==> src/rtl/fill_line_sequencer_pkg.sv <==
// Shared types and default widths for the fill-line sequencer.
package fill_line_sequencer_pkg;

  localparam int PILL_W_DEF  = 6;
  localparam int BATCH_W_DEF = 16;

  typedef enum logic [2:0] {
    ST_IDLE        = 3'd0,
    ST_WAIT_BOTTLE = 3'd1,
    ST_FILL        = 3'd2,
    ST_ADVANCE     = 3'd3,
    ST_DONE        = 3'd4,
    ST_FAULT       = 3'd5
  } state_e;

endpackage

==> src/rtl/fill_line_sequencer_interval_timer.sv <==
// Loadable down-counter; done is high while the count sits at zero.
module fill_interval_timer #(
  parameter int CNT_W = 8
) (
  input  logic             clk,
  input  logic             load,
  input  logic [CNT_W-1:0] load_val,
  input  logic             dec,
  output logic             done
);

  logic [CNT_W-1:0] count_q, count_d;

  always_comb begin
    count_d = count_q;
    if (load) begin
      count_d = load_val;
    end else if (dec && (count_q != '0)) begin
      count_d = count_q - CNT_W'(1);
    end
  end

  always_ff @(posedge clk) begin
    count_q <= count_d;
  end

  assign done = (count_q == '0);

endmodule

==> src/rtl/fill_line_sequencer.sv <==
// Fill-station sequencer: wait bottle, fill to target, index conveyor, repeat per batch.
// Define FILL_TIMEOUT_EN to add a pill-gap watchdog in FILL (shares the conveyor timer).
module fill_line_sequencer
  import fill_line_sequencer_pkg::*;
#(
  parameter int PILL_W         = PILL_W_DEF,
  parameter int BATCH_W        = BATCH_W_DEF,
  parameter int CONV_CYCLES    = 8,
  parameter int TIMEOUT_CYCLES = 1000
) (
  input  logic               clk,
  input  logic               rst,
  input  logic               start,
  input  logic               stop,
  input  logic [PILL_W-1:0]  pills_per_bottle,
  input  logic [BATCH_W-1:0] bottles_per_batch,
  input  logic               bottle_present,
  input  logic               pill_pulse,
  output logic               valve_open,
  output logic               conveyor_run,
  output logic               bottle_done,
  output logic               batch_done,
  output logic               busy,
  output logic               fault,
  output logic [PILL_W-1:0]  pills_in_bottle,
  output logic [BATCH_W-1:0] bottles_filled
);

  localparam int TMR_MAX = (CONV_CYCLES > TIMEOUT_CYCLES) ? CONV_CYCLES : TIMEOUT_CYCLES;
  localparam int TMR_W   = $clog2(TMR_MAX + 1);
  localparam logic [TMR_W-1:0] CONV_LOAD = TMR_W'(CONV_CYCLES - 1);
`ifdef FILL_TIMEOUT_EN
  localparam logic [TMR_W-1:0] WD_LOAD = TMR_W'(TIMEOUT_CYCLES - 1);
`endif

  state_e             state_q, state_d;
  logic [PILL_W-1:0]  pills_q, pills_d, pills_inc;
  logic [BATCH_W-1:0] bottles_q, bottles_d;
  logic [PILL_W-1:0]  tgt_pills_q, tgt_pills_d;
  logic [BATCH_W-1:0] tgt_bottles_q, tgt_bottles_d;
  logic valve_q, valve_d, conv_q, conv_d, bdone_q, bdone_d;
  logic batch_q, batch_d, busy_q, busy_d, fault_q, fault_d;
  logic             tmr_load, tmr_dec, tmr_done;
  logic [TMR_W-1:0] tmr_val;

  fill_interval_timer #(.CNT_W(TMR_W)) u_timer (
    .clk      (clk),
    .load     (tmr_load),
    .load_val (tmr_val),
    .dec      (tmr_dec),
    .done     (tmr_done)
  );

  assign pills_inc = pills_q + PILL_W'(1);

  always_comb begin
    state_d       = state_q;
    pills_d       = pills_q;
    bottles_d     = bottles_q;
    tgt_pills_d   = tgt_pills_q;
    tgt_bottles_d = tgt_bottles_q;
    bdone_d       = 1'b0;
    tmr_load      = 1'b0;
    tmr_val       = CONV_LOAD;
    tmr_dec       = 1'b0;
    if (stop) begin
      state_d = ST_IDLE;
    end else begin
      unique case (state_q)
        ST_IDLE: begin
          if (start && (pills_per_bottle != '0) && (bottles_per_batch != '0)) begin
            tgt_pills_d   = pills_per_bottle;
            tgt_bottles_d = bottles_per_batch;
            pills_d       = '0;
            bottles_d     = '0;
            state_d       = ST_WAIT_BOTTLE;
          end
        end
        ST_WAIT_BOTTLE: begin
          if (bottle_present) begin
            state_d = ST_FILL;
`ifdef FILL_TIMEOUT_EN
            tmr_load = 1'b1;
            tmr_val  = WD_LOAD;
`endif
          end
        end
        ST_FILL: begin
          // A pill on the same edge the bottle vanishes still counts; fault follows next cycle.
          if (pill_pulse) begin
            pills_d = pills_inc;
            if (pills_inc == tgt_pills_q) begin
              pills_d   = '0;
              bottles_d = bottles_q + BATCH_W'(1);
              bdone_d   = 1'b1;
              tmr_load  = 1'b1;
              state_d   = ST_ADVANCE;
            end else begin
`ifdef FILL_TIMEOUT_EN
              tmr_load = 1'b1;
              tmr_val  = WD_LOAD;
`endif
            end
          end else if (!bottle_present) begin
            state_d = ST_FAULT;
          end else begin
`ifdef FILL_TIMEOUT_EN
            if (tmr_done) state_d = ST_FAULT;
            else          tmr_dec = 1'b1;
`endif
          end
        end
        ST_ADVANCE: begin
          if (tmr_done) begin
            state_d = (bottles_q == tgt_bottles_q) ? ST_DONE : ST_WAIT_BOTTLE;
          end else begin
            tmr_dec = 1'b1;
          end
        end
        ST_DONE:  state_d = ST_IDLE;
        ST_FAULT: state_d = ST_FAULT;
        default:  state_d = ST_IDLE;
      endcase
    end
    valve_d = (state_d == ST_FILL);
    conv_d  = (state_d == ST_ADVANCE);
    batch_d = (state_d == ST_DONE);
    busy_d  = (state_d != ST_IDLE);
    fault_d = (state_d == ST_FAULT);
  end

  always_ff @(posedge clk) begin
    if (rst) begin
      state_q   <= ST_IDLE;
      pills_q   <= '0;
      bottles_q <= '0;
      valve_q   <= 1'b0;
      conv_q    <= 1'b0;
      bdone_q   <= 1'b0;
      batch_q   <= 1'b0;
      busy_q    <= 1'b0;
      fault_q   <= 1'b0;
    end else begin
      state_q   <= state_d;
      pills_q   <= pills_d;
      bottles_q <= bottles_d;
      valve_q   <= valve_d;
      conv_q    <= conv_d;
      bdone_q   <= bdone_d;
      batch_q   <= batch_d;
      busy_q    <= busy_d;
      fault_q   <= fault_d;
    end
  end

  // Batch targets are only consumed after a start has loaded them.
  always_ff @(posedge clk) begin
    tgt_pills_q   <= tgt_pills_d;
    tgt_bottles_q <= tgt_bottles_d;
  end

  assign valve_open      = valve_q;
  assign conveyor_run    = conv_q;
  assign bottle_done     = bdone_q;
  assign batch_done      = batch_q;
  assign busy            = busy_q;
  assign fault           = fault_q;
  assign pills_in_bottle = pills_q;
  assign bottles_filled  = bottles_q;

endmodule
==> config.mk <==
export PLATFORM = sky130hd
export DESIGN_NAME = fill_line_sequencer
export DESIGN_NICKNAME = d
export VERILOG_FILES = /design/src/rtl/fill_line_sequencer_pkg.sv /design/src/rtl/fill_line_sequencer_interval_timer.sv /design/src/rtl/fill_line_sequencer.sv
export SDC_FILE = /design/constraint.sdc
export NUM_CORES = 1
export LEC_CHECK = 0
export BUFFER_PORTS_ARGS = -buffer_cell sky130_fd_sc_hd__buf_4
export CAP_MARGIN = 0
export CORE_AREA = 5 5 76 85
export CTS_CLUSTER_SIZE = 16
export DETAILED_ROUTE_END_ITERATION = 6
export DIE_AREA = 0 0 81 90
export PLACE_DENSITY = 0.76
export SLEW_MARGIN = 20
export SYNTH_ARGS = -nofsm -noshare
export SYNTH_HDL_FRONTEND = slang
export SYNTH_SLANG_ARGS = --single-unit
==> constraint.sdc <==
create_clock -name clk -period 3.9 [get_ports clk]
set_input_delay 0.78 -clock clk [delete_from_list [all_inputs] [get_ports clk]]
set_output_delay 0.78 -clock clk [all_outputs]
set_load 0.02 [all_outputs]
### After elaboration in Yosys (flattened, before gate mapping)

Cells that the tools add are included.

| cells by class | value |
|---|---|
| add/subtract/negate cells | 3 |
| $mul | 0 |
| div/mod/pow operators | 0 |
| order comparisons | 0 |
| equal/unequal tests | 13 |
| shift operators | 0 |
| multiplexer cells | 24 |
| bitwise logic cells | 1 |
| reduce and logical (&&, ||, !) cells | 13 |

Operators with widths:

| cell | count |
|---|---|
| 16-bit two-way mux | 3 |
| 16-bit one-hot mux with 2 select lines | 1 |
| 3-bit two-way mux | 8 |
| 6-bit two-way mux | 3 |
| 16-bit by 1-bit adder with 16-bit output, second input constant | 1 |
| 16-bit equality test | 1 |
| 16-bit nonzero test | 1 |
| 3-bit one-hot mux with 5 select lines | 1 |
| 3-bit by 2-bit equality test with 1-bit output, second input constant | 4 |
| 6-bit one-hot mux with 2 select lines | 1 |
| 10-bit logical NOT | 1 |
| 10-bit nonzero test | 1 |
| 10-bit by 1-bit subtractor with 10-bit output, second input constant | 1 |
| 3-bit equality test, second input constant | 3 |
| 1-bit two-way mux | 7 |
| 6-bit by 1-bit adder with 6-bit output, second input constant | 1 |
| 6-bit equality test | 1 |
| 2-bit inequality test, second input constant | 3 |
| 6-bit nonzero test | 1 |
| 5-bit AND reduction | 1 |
| 4-bit AND reduction | 1 |
| 3-bit by 1-bit equality test with 1-bit output, second input constant | 1 |
| 1-bit logical AND | 3 |
| 3-bit logical NOT | 1 |
| other kinds (4) | 4 |

| storage, ports and cells | value |
|---|---|
| register bits after elaboration | 63 |
| bits in latches | 0 |
| bits in writable memories | 0 |
| memory bits (read-only) | 0 |
| input port bits | 28 |
| output and inout bits | 28 |
| word-level logic and storage cells | 66 |
| memories | 0 |

### Longest topological paths before layout

Gate-level depths: netlist (run 1).

| depth | value |
|---|---|
| depth in word-level cells | 7 |
| mapped depth | 9 |
| mapped depth without buffers | 8 |

### Cells and area by module

From an unflattened synthesis (run 1), not the netlist that was laid out.

| second synthesis, totals | value |
|---|---|
| cell total of the unflattened synthesis | 305 |
| area total of the unflattened synthesis | 3079.2 um^2 |

Modules (own cells, without submodules):

| module | times used | cells each | area an instance (um^2) | sequential area each (um^2) |
|---|---|---|---|---|
| fill_line_sequencer | 1 | 244 | 2477.4 | 1281.2 |
| fill_interval_timer | 1 | 61 | 601.8 | 300.3 |

### Least setup slack after synthesis (run 1)

OpenSTA, ideal clock, no wires.

| timing | value |
|---|---|
| path type | input -> register |
| start point | input start |
| end point | register bottles_q[0] (netlist: bottles_filled[0]) |
| setup time | 0.132 ns |
| data arrival time | 3.120 ns |
| data required time | 3.768 ns |
| slack | 0.648 ns |
| stages | 8 |
| path buffers | 2 |
| cells stage by stage | nor4b_1 -> o31ai_1 -> or2_2 -> nor2_1 -> or2_2 -> clkbuf_1 -> clkbuf_1 -> a21oi_1 |

| between the ends | value |
|---|---|
| longest elaborated chain between the ends | 4 |

RTL lines:

| element | line | text |
|---|---|---|
| start, declared | fill_line_sequencer.sv:13 | `input logic start,` |
| 1-bit logical AND (2 in series) | fill_line_sequencer.sv:71 | `if (start && (pills_per_bottle != '0) && (bottles_per_batch != '0)) begin` |
| 2-bit inequality test (no source line) | -- |  |
| 5-bit AND reduction (no source line) | -- |  |
| end signal, assigned | fill_line_sequencer.sv:146 | `bottles_q <= bottles_d;` |
| end, declared | fill_line_sequencer.sv:38 | `logic [BATCH_W-1:0] bottles_q, bottles_d;` |

Every way passes these cells.
A chain may end at the register's enable or synchronous reset.

### Final worst setup path (run 1)

| timing | value |
|---|---|
| start point | register pills_q[0] (netlist: pills_in_bottle[0]) |
| end point | register bottles_q[8] (netlist: bottles_filled[8]) |

| between the ends | value |
|---|---|
| longest elaborated chain between the ends | 4 |

RTL lines:

| element | line | text |
|---|---|---|
| start, declared | fill_line_sequencer.sv:37 | `logic [PILL_W-1:0] pills_q, pills_d, pills_inc;` |
| start signal, assigned | fill_line_sequencer.sv:145 | `pills_q <= pills_d;` |
| 6-bit by 1-bit adder with 6-bit output | fill_line_sequencer.sv:54 | `assign pills_inc = pills_q + PILL_W'(1);` |
| 6-bit equality test | fill_line_sequencer.sv:92 | `if (pills_inc == tgt_pills_q) begin` |
| 2-bit inequality test (no source line) | -- |  |
| 5-bit AND reduction (no source line) | -- |  |

Every way passes these cells.

==> flow_metrics.env, run 1 <==
export IMPL_hpwl_um=4820
export IMPL_nNetsFinal=385
export IMPL_cap_violations=0
export IMPL_path_clk_slew_ns=0.07
export IMPL_cp_max_fo=32
export IMPL_dr_pass1_iters=4
export IMPL_vdd_drop_max_mv=0.238
export IMPL_drt_iter0_drc=299
export IMPL_hold_violations=0
export IMPL_clock_path_buffers=2
export IMPL_avgSynthCellArea_um2=10.0
export IMPL_cts_made_buffers=9
export IMPL_setup_viol=0
export IMPL_synth_cell_area_um2=2940
export IMPL_routed_wl_um=6660
export IMPL_syn_inst=293
export IMPL_synth_distinct_cells=45
export IMPL_synth_edff_count=22
export IMPL_holdCritPathClass="reg -> reg"
export IMPL_vias=2406
export IMPL_worstSetupEndpointType="flip-flop"
export IMPL_synthFlopType="dfxtp_1"
export IMPL_portBuffers=55
export IMPL_rr_startpoint="pills_in_bottle[0]"
export IMPL_finalClockSkew_ns=0.00336
export IMPL_worst_ep_required_time_ns=4.17
export IMPL_grt_overflow_total=0
export IMPL_grt_pass1_vias=2231
export IMPL_post_cts_buffers=0
export IMPL_drv_slew=0
export IMPL_fp_row_count=29
export IMPL_top_usage_layer="met2"
export IMPL_layout_cells_most_common="buf_4"
export IMPL_ys_seq_elements=63
export IMPL_start_kind="flip-flop"
export IMPL_syn_to_final_growth_pct=24.6
export IMPL_layout_common_cells="buf_4, dfxtp_1, a21oi_1"
export IMPL_met1_usage_pct=25.1
export IMPL_core_um2=5590
export IMPL_max_freq_mhz=390
export IMPL_r2r_setup_slack_ns=1.34
export IMPL_dieArea_um2=7290
export IMPL_grt_usage_pct=19.0
export IMPL_power_leakage_nw=1.41
export IMPL_tightest_slew_ns=0.946
export IMPL_crit_chain="ha_1 > xor2_1 > o211ai_1 > mux2i_1 > o31a_1 > buf_4 > or4_1 > a21oi_1"
export IMPL_initial_core_util_pct=52.6
export IMPL_status="completed"
export IMPL_place_congestion=0.826
export IMPL_timing_hold_ws_ns=0.482
export IMPL_met2_usage_pct=29.8
export IMPL_fillers=472
export IMPL_ys_seq_area_share_pct=50.4
export IMPL_drive_above_1_share_pct=23.5
export IMPL_startpoint="pills_in_bottle[0]"
export IMPL_n_antenna_cell=0
export IMPL_rr_endpoint="bottles_filled[8]"
export IMPL_cp_endpoint="bottles_filled[8]"
export IMPL_clk_insertion_delay_late_ns=0.34
export IMPL_globalRouteMet3Util_pct=4.20
export IMPL_p_per_area_nw_per_um2=392
export IMPL_period_minus_slack_ns=2.56
export IMPL_grt_max_degree=33
export IMPL_max_stage_delay_ns=0.54
export IMPL_cts_tree="done"
export IMPL_chipHeight_um=90
export IMPL_max_slew_margin_pct=36.5
export IMPL_grt_first_pass_wirelength_um=10800
export IMPL_worstPathArrival_ns=2.83
export IMPL_syn_nets=325
export IMPL_cts_resized=0
export IMPL_holdBufCountCts=0
export IMPL_post_drt_wl_per_cell_um=15.3
export IMPL_crit_path_top_delay_cell="or4_1"
export IMPL_avgViaCountPerCell=5.53
export IMPL_rsz0062_at_grt="no"
export IMPL_cts_sink_count=63
export IMPL_io_pins=56
export IMPL_dieWidth_um=81
export IMPL_tns_ns=0
export IMPL_drc=0
export IMPL_antenna_found_initial=0
export IMPL_rr_worst_depth=8
export IMPL_crit_type="reg -> reg"
export IMPL_ant_nets=0
export IMPL_yosysWarnings=0
export IMPL_htreeDepth=3
export IMPL_finalCritPeriodShare_pct=65.7
export IMPL_clockRootBuffer="clkbuf_8"
export IMPL_async_flop_share_pct=0
-- worst min-delay path by stage --
| stage | startpoint | endpoint | slack [ns] | cells past startpoint |
|---|---|---|---|---|
| 3_3_place_gp | u_timer.count_q[4] | u_timer.count_q[4] | 0.46 | 2 |
| 6_report | u_timer.count_q[4] | u_timer.count_q[4] | 0.48 | 2 |
| 4_1_cts | u_timer.count_q[4] | u_timer.count_q[4] | 0.49 | 2 |
| 3_5_place_dp | u_timer.count_q[4] | u_timer.count_q[4] | 0.48 | 2 |
| 2_1_floorplan | u_timer.count_q[4] | u_timer.count_q[4] | 0.45 | 2 |
| 5_1_grt | u_timer.count_q[4] | u_timer.count_q[4] | 0.52 | 2 |
-- report_power, final --
part	total (mW)	switching [mW]	internal, mW
clock	0.644	0.256	0.388
combinational	0.0863	0.0479	0.0384
sequential	0.706	0.00918	0.696
-- kinds of logic (layout without fill, tap and decap cells) --
kind of cell | after synthesis | in the layout | share of synthesized area [%]
AOI/OAI and AO/OA | 63 | 63 | 13.7
muxes | 2 | 2 | 0.681
adders and majority gates | 4 | 4 | 1.70
buffers and inverters | 14 | 79 | 2.08
xor gates and xnor gates | 31 | 31 | 9.23
and+or+nand+nor | 116 | 116 | 22.2
DFF | 63 | 63 | 50.4
-- routing by layer --
metal	up-vias	wire (µm)	share of wire [%]
li1	1212	-	-
met2	57	3360	50
met5	-	0	0
met4	0	76	1.1
met3	7	290	4.4
met1	1130	2930	44
-- sequential cells by signal, indices dropped and copies added (netlist names) --
name             flops
bottles_filled      16
bottle_done          1
u_timer.count_q     10
state_q              3
conveyor_run         1
pills_in_bottle      6
tgt_pills_q          6
valve_open           1
busy                 1
batch_done           1
tgt_bottles_q       16
fault                1
-- synth_stat cells, types with 3 or more instances --
cell type | n | area, µm²
xnor2_1 | 17 | 149
or3_1 | 7 | 43.8
o31ai_1 | 13 | 97.6
dfxtp_1 | 41 | 821
nor2_1 | 21 | 78.8
or4_1 | 12 | 90.1
o21ai_0 | 11 | 55.1
nor4_1 | 8 | 50.1
nand2_1 | 17 | 63.8
nand4_1 | 6 | 37.5
nor3_1 | 5 | 25.0
xor2_1 | 14 | 123
inv_1 | 7 | 26.3
and3_1 | 4 | 25.0
a21o_1 | 3 | 22.5
and4_1 | 3 | 26.3
edfxtp_1 | 22 | 661
clkbuf_1 | 5 | 18.8
nand3_1 | 11 | 55.1
a21oi_1 | 23 | 115
or2_2 | 5 | 31.3
ha_1 | 4 | 50.1
nand3b_1 | 3 | 22.5
nor2b_1 | 6 | 37.5
-- worst max-delay path: cells and delay by family, from the launching register on --
family / cells / cell delay, ns
adder cells (fa/ha/maj): 1 / 0.30
multiplexers: 1 / 0.18
buffers and inverters: 1 / 0.23
XOR/XNOR: 1 / 0.18
AO/OA/AOI/OAI: 3 / 0.69
flip-flops: 1 / 0.37
AND/OR/NAND/NOR: 1 / 0.54
-- final cells by class --
cell class	count	area (µm²)	share of cell area (%)
Clock buffer	12	188	5.12
Tap cell	77	96.3	2.63
Inverter	7	26.3	0.717
Multi-Input combinational cell	216	1410	38.4
Sequential cell	63	1480	40.4
Clock inverter	4	46.3	1.26
Timing Repair Buffer	56	420	11.5
-- per-stage QoR --
step	power, mW	setup WS (ns)	area, µm²	util [%]	instances
global route	1.48	1.11	3660	65.6	435
CTS	1.44	1.21	3660	65.5	435
detailed placement	0.805	0.863	3430	61.3	419
finish	1.44	1.34	3660	65.6	435
global placement	0.803	0.997	3430	61.3	419
floorplan	0.766	0.648	2940	-	293
No activity file was read; power rests on OpenSTA's default activity.
==> run 2, diff against run 1 <==
--- a/config.mk
+++ b/config.mk
@@ -7,11 +7,11 @@
 export LEC_CHECK = 0
 export BUFFER_PORTS_ARGS = -buffer_cell sky130_fd_sc_hd__buf_4
 export CAP_MARGIN = 0
-export CORE_AREA = 5 5 76 85
+export CORE_AREA = 5 5 80 89
 export CTS_CLUSTER_SIZE = 16
 export DETAILED_ROUTE_END_ITERATION = 6
-export DIE_AREA = 0 0 81 90
-export PLACE_DENSITY = 0.76
+export DIE_AREA = 0 0 85 94
+export PLACE_DENSITY = 0.72
 export SLEW_MARGIN = 20
 export SYNTH_ARGS = -nofsm -noshare
 export SYNTH_HDL_FRONTEND = slang
==> constraint.sdc (replaced) <==
create_clock -name clk -period 2.15 [get_ports clk]
set_input_delay 0.43 -clock clk [delete_from_list [all_inputs] [get_ports clk]]
set_output_delay 0.43 -clock clk [all_outputs]
set_load 0.02 [all_outputs]
==> flow_metrics.env, run 2 (synthesis gave the netlist of run 1 again) <==
export IMPL_status="finished with violations"
export IMPL_grt_pass1_vias=2491
export IMPL_timing_hold_ws_ns=0.272
export IMPL_seq_area_um2=1490
export IMPL_fp_row_count=30
export IMPL_io_pins=56
export IMPL_startpoint="pills_in_bottle[0]"
export IMPL_fillers=474
export IMPL_core_um2=6080
export IMPL_drt_iter0_drc=165
export IMPL_dr_pass1_iters=4
export IMPL_avgViaCountPerCell=5.59
export IMPL_clk_insertion_delay_late_ns=0.35
export IMPL_holdPathEnd="tgt_bottles_q[3]"
export IMPL_path_clk_slew_ns=0.07
export IMPL_htreeDepth=3
export IMPL_holdCritStartpoint="bottles_per_batch[3]"
export IMPL_drc=0
export IMPL_rr_worst_depth=8
export IMPL_worst_ep_required_time_ns=2.43
export IMPL_layout_common_cells="buf_4, dfxtp_1, edfxtp_1"
export IMPL_max_stage_delay_ns=0.54
export IMPL_final_cells=469
export IMPL_place_congestion=0.823
export IMPL_grt_overflow_total=0
export IMPL_tightest_slew_ns=0.562
export IMPL_setup_viol=22
export IMPL_max_freq_mhz=419
export IMPL_rr_startpoint="pills_in_bottle[0]"
export IMPL_path_buf_inv=1
export IMPL_period_minus_slack_ns=2.39
export IMPL_worstSetupEndpointType="flip-flop"
export IMPL_clock_path_buffers=2
export IMPL_r2r_setup_slack_ns=-0.24
export IMPL_finalClockSkew_ns=0.00917
export IMPL_p_int_mw=1.89
export IMPL_grt_first_pass_wirelength_um=12000
export IMPL_routed_wl_um=7610
export IMPL_chipHeight_um=94
export IMPL_p_switching_mw=0.585
export IMPL_post_drt_wl_per_cell_um=16.2
export IMPL_ant_nets=0
export IMPL_cts_made_buffers=9
export IMPL_n_antenna_cell=0
export IMPL_nNetsFinal=416
export IMPL_vias=2623
export IMPL_cp_max_fo=16
export IMPL_grt_max_degree=17
export IMPL_crit_chain="ha_4 > xor2_1 > o211ai_1 > mux2i_2 > o31a_1 > buf_12 > or4_1 > a21oi_2"
export IMPL_antenna_found_initial=0
export IMPL_cts_sink_count=63
export IMPL_p_clk_share_pct=39.2
export IMPL_power_leakage_nw=1.61
export IMPL_initial_core_util_pct=48.4
export IMPL_layout_cells_most_common="buf_4"
export IMPL_layout_setup_ws_ns=-0.237
export IMPL_dieArea_um2=7990
export IMPL_hpwl_um=5140
export IMPL_p_comb_share_pct=9.0
export IMPL_portBuffers=55
export IMPL_seqPwrFrac_pct=51.7
export IMPL_syn_to_final_growth_pct=41.3
export IMPL_switching_share_pct=23.7
export IMPL_crit_path_top_delay_cell="or4_1"
export IMPL_drive_above_1_share_pct=39.3
export IMPL_rr_endpoint="bottles_filled[14]"
export IMPL_cts_tree="done"
export IMPL_holdCritPathClass="in -> reg"
export IMPL_crit_type="reg -> reg"
export IMPL_cap_violations=0
export IMPL_cp_top_family="compound AO/OA/AOI/OAI gates"
export IMPL_drv_slew=0
export IMPL_dieWidth_um=85
export IMPL_multi_input_area_um2=1640
export IMPL_max_slew_margin_pct=62.2
export IMPL_place_inst=446
export IMPL_start_kind="flip-flop"
export IMPL_p_per_area_nw_per_um2=595
export IMPL_clockRootBuffer="clkbuf_8"
export IMPL_rsz0062_at_grt="yes"
export IMPL_grt_usage_pct=19.1
export IMPL_holdPathStages=1
export IMPL_hold_violations=0
export IMPL_finalCritPeriodShare_pct=111
export IMPL_worstPathArrival_ns=2.67
export IMPL_vdd_drop_max_mv=0.392
export IMPL_violations="setup timing"
==> run 2: final cells by class <==
class / count / area share [%]
Multi-Input combinational cell: 216 / 39.5
Clock buffer: 13 / 4.10
Sequential cell: 63 / 35.8
Tap cell: 80 / 2.41
Timing Repair Buffer: 87 / 17.2
Inverter: 7 / 0.632
Clock inverter: 3 / 0.361
==> run 2: per-layer routing <==
| metal | track usage [%] | wire, µm | up-vias |
|---|---|---|---|
| li1 | - | - | 1280 |
| met5 | 0 | 0 | - |
| met3 | 4.91 | 358 | 14 |
| met2 | 32.0 | 4020 | 59 |
| met1 | 23.9 | 3110 | 1270 |
| met4 | 6.46 | 131 | 0 |
==> run 2: power groups by stage <==
| stage | Sequential (mW) | Combinational [mW] | Clock, mW |
|---|---|---|---|
| 6_report | 1.28 | 0.223 | 0.970 |
| 5_1_grt | 1.28 | 0.240 | 1.04 |
| 4_1_cts | 1.28 | 0.194 | 0.983 |
| 3_5_place_dp | 1.31 | 0.175 | 0 |
| 3_3_place_gp | 1.30 | 0.171 | 0 |
| 2_1_floorplan | 1.31 | 0.0945 | 0 |
==> run 2: repair_timing <==
action,CTS,global route
cloned,1,1
buffers inserted,2,3
setup endpoints to repair,10,23
pin swaps,2,18
resized for setup,6,46
endpoints found under the hold margin,0,0
hold buffers,0,0
==> run 2: worst max-delay path by stage <==
| stage | to | slack (ns) | cells after the start |
|---|---|---|---|
| 2_1_floorplan | bottles_filled[10] | 0.008 | 8 |
| 3_3_place_gp | bottles_filled[7] | -0.03 | 8 |
| 3_5_place_dp | bottles_filled[15] | -0.1 | 8 |
| 4_1_cts | bottles_filled[12] | -0.09 | 8 |
| 5_1_grt | bottles_filled[14] | -0.28 | 8 |
| 6_report | bottles_filled[14] | -0.24 | 8 |
==> run 2: metrics by stage <==
stage	power, mW	util, %	worst slack, ns	cell area, µm²	setup TNS (ns)
final	2.47	68.3	-0.237	4160	-2.38
after global placement	1.48	60.3	-0.0322	3660	-0.418
after CTS	2.46	64.6	-0.0924	3930	-0.922
after global routing	2.56	68.3	-0.278	4160	-3.89
after detailed placement	1.48	60.3	-0.0998	3660	-1.23
after floorplan	1.40	-	0.00798	3010	0
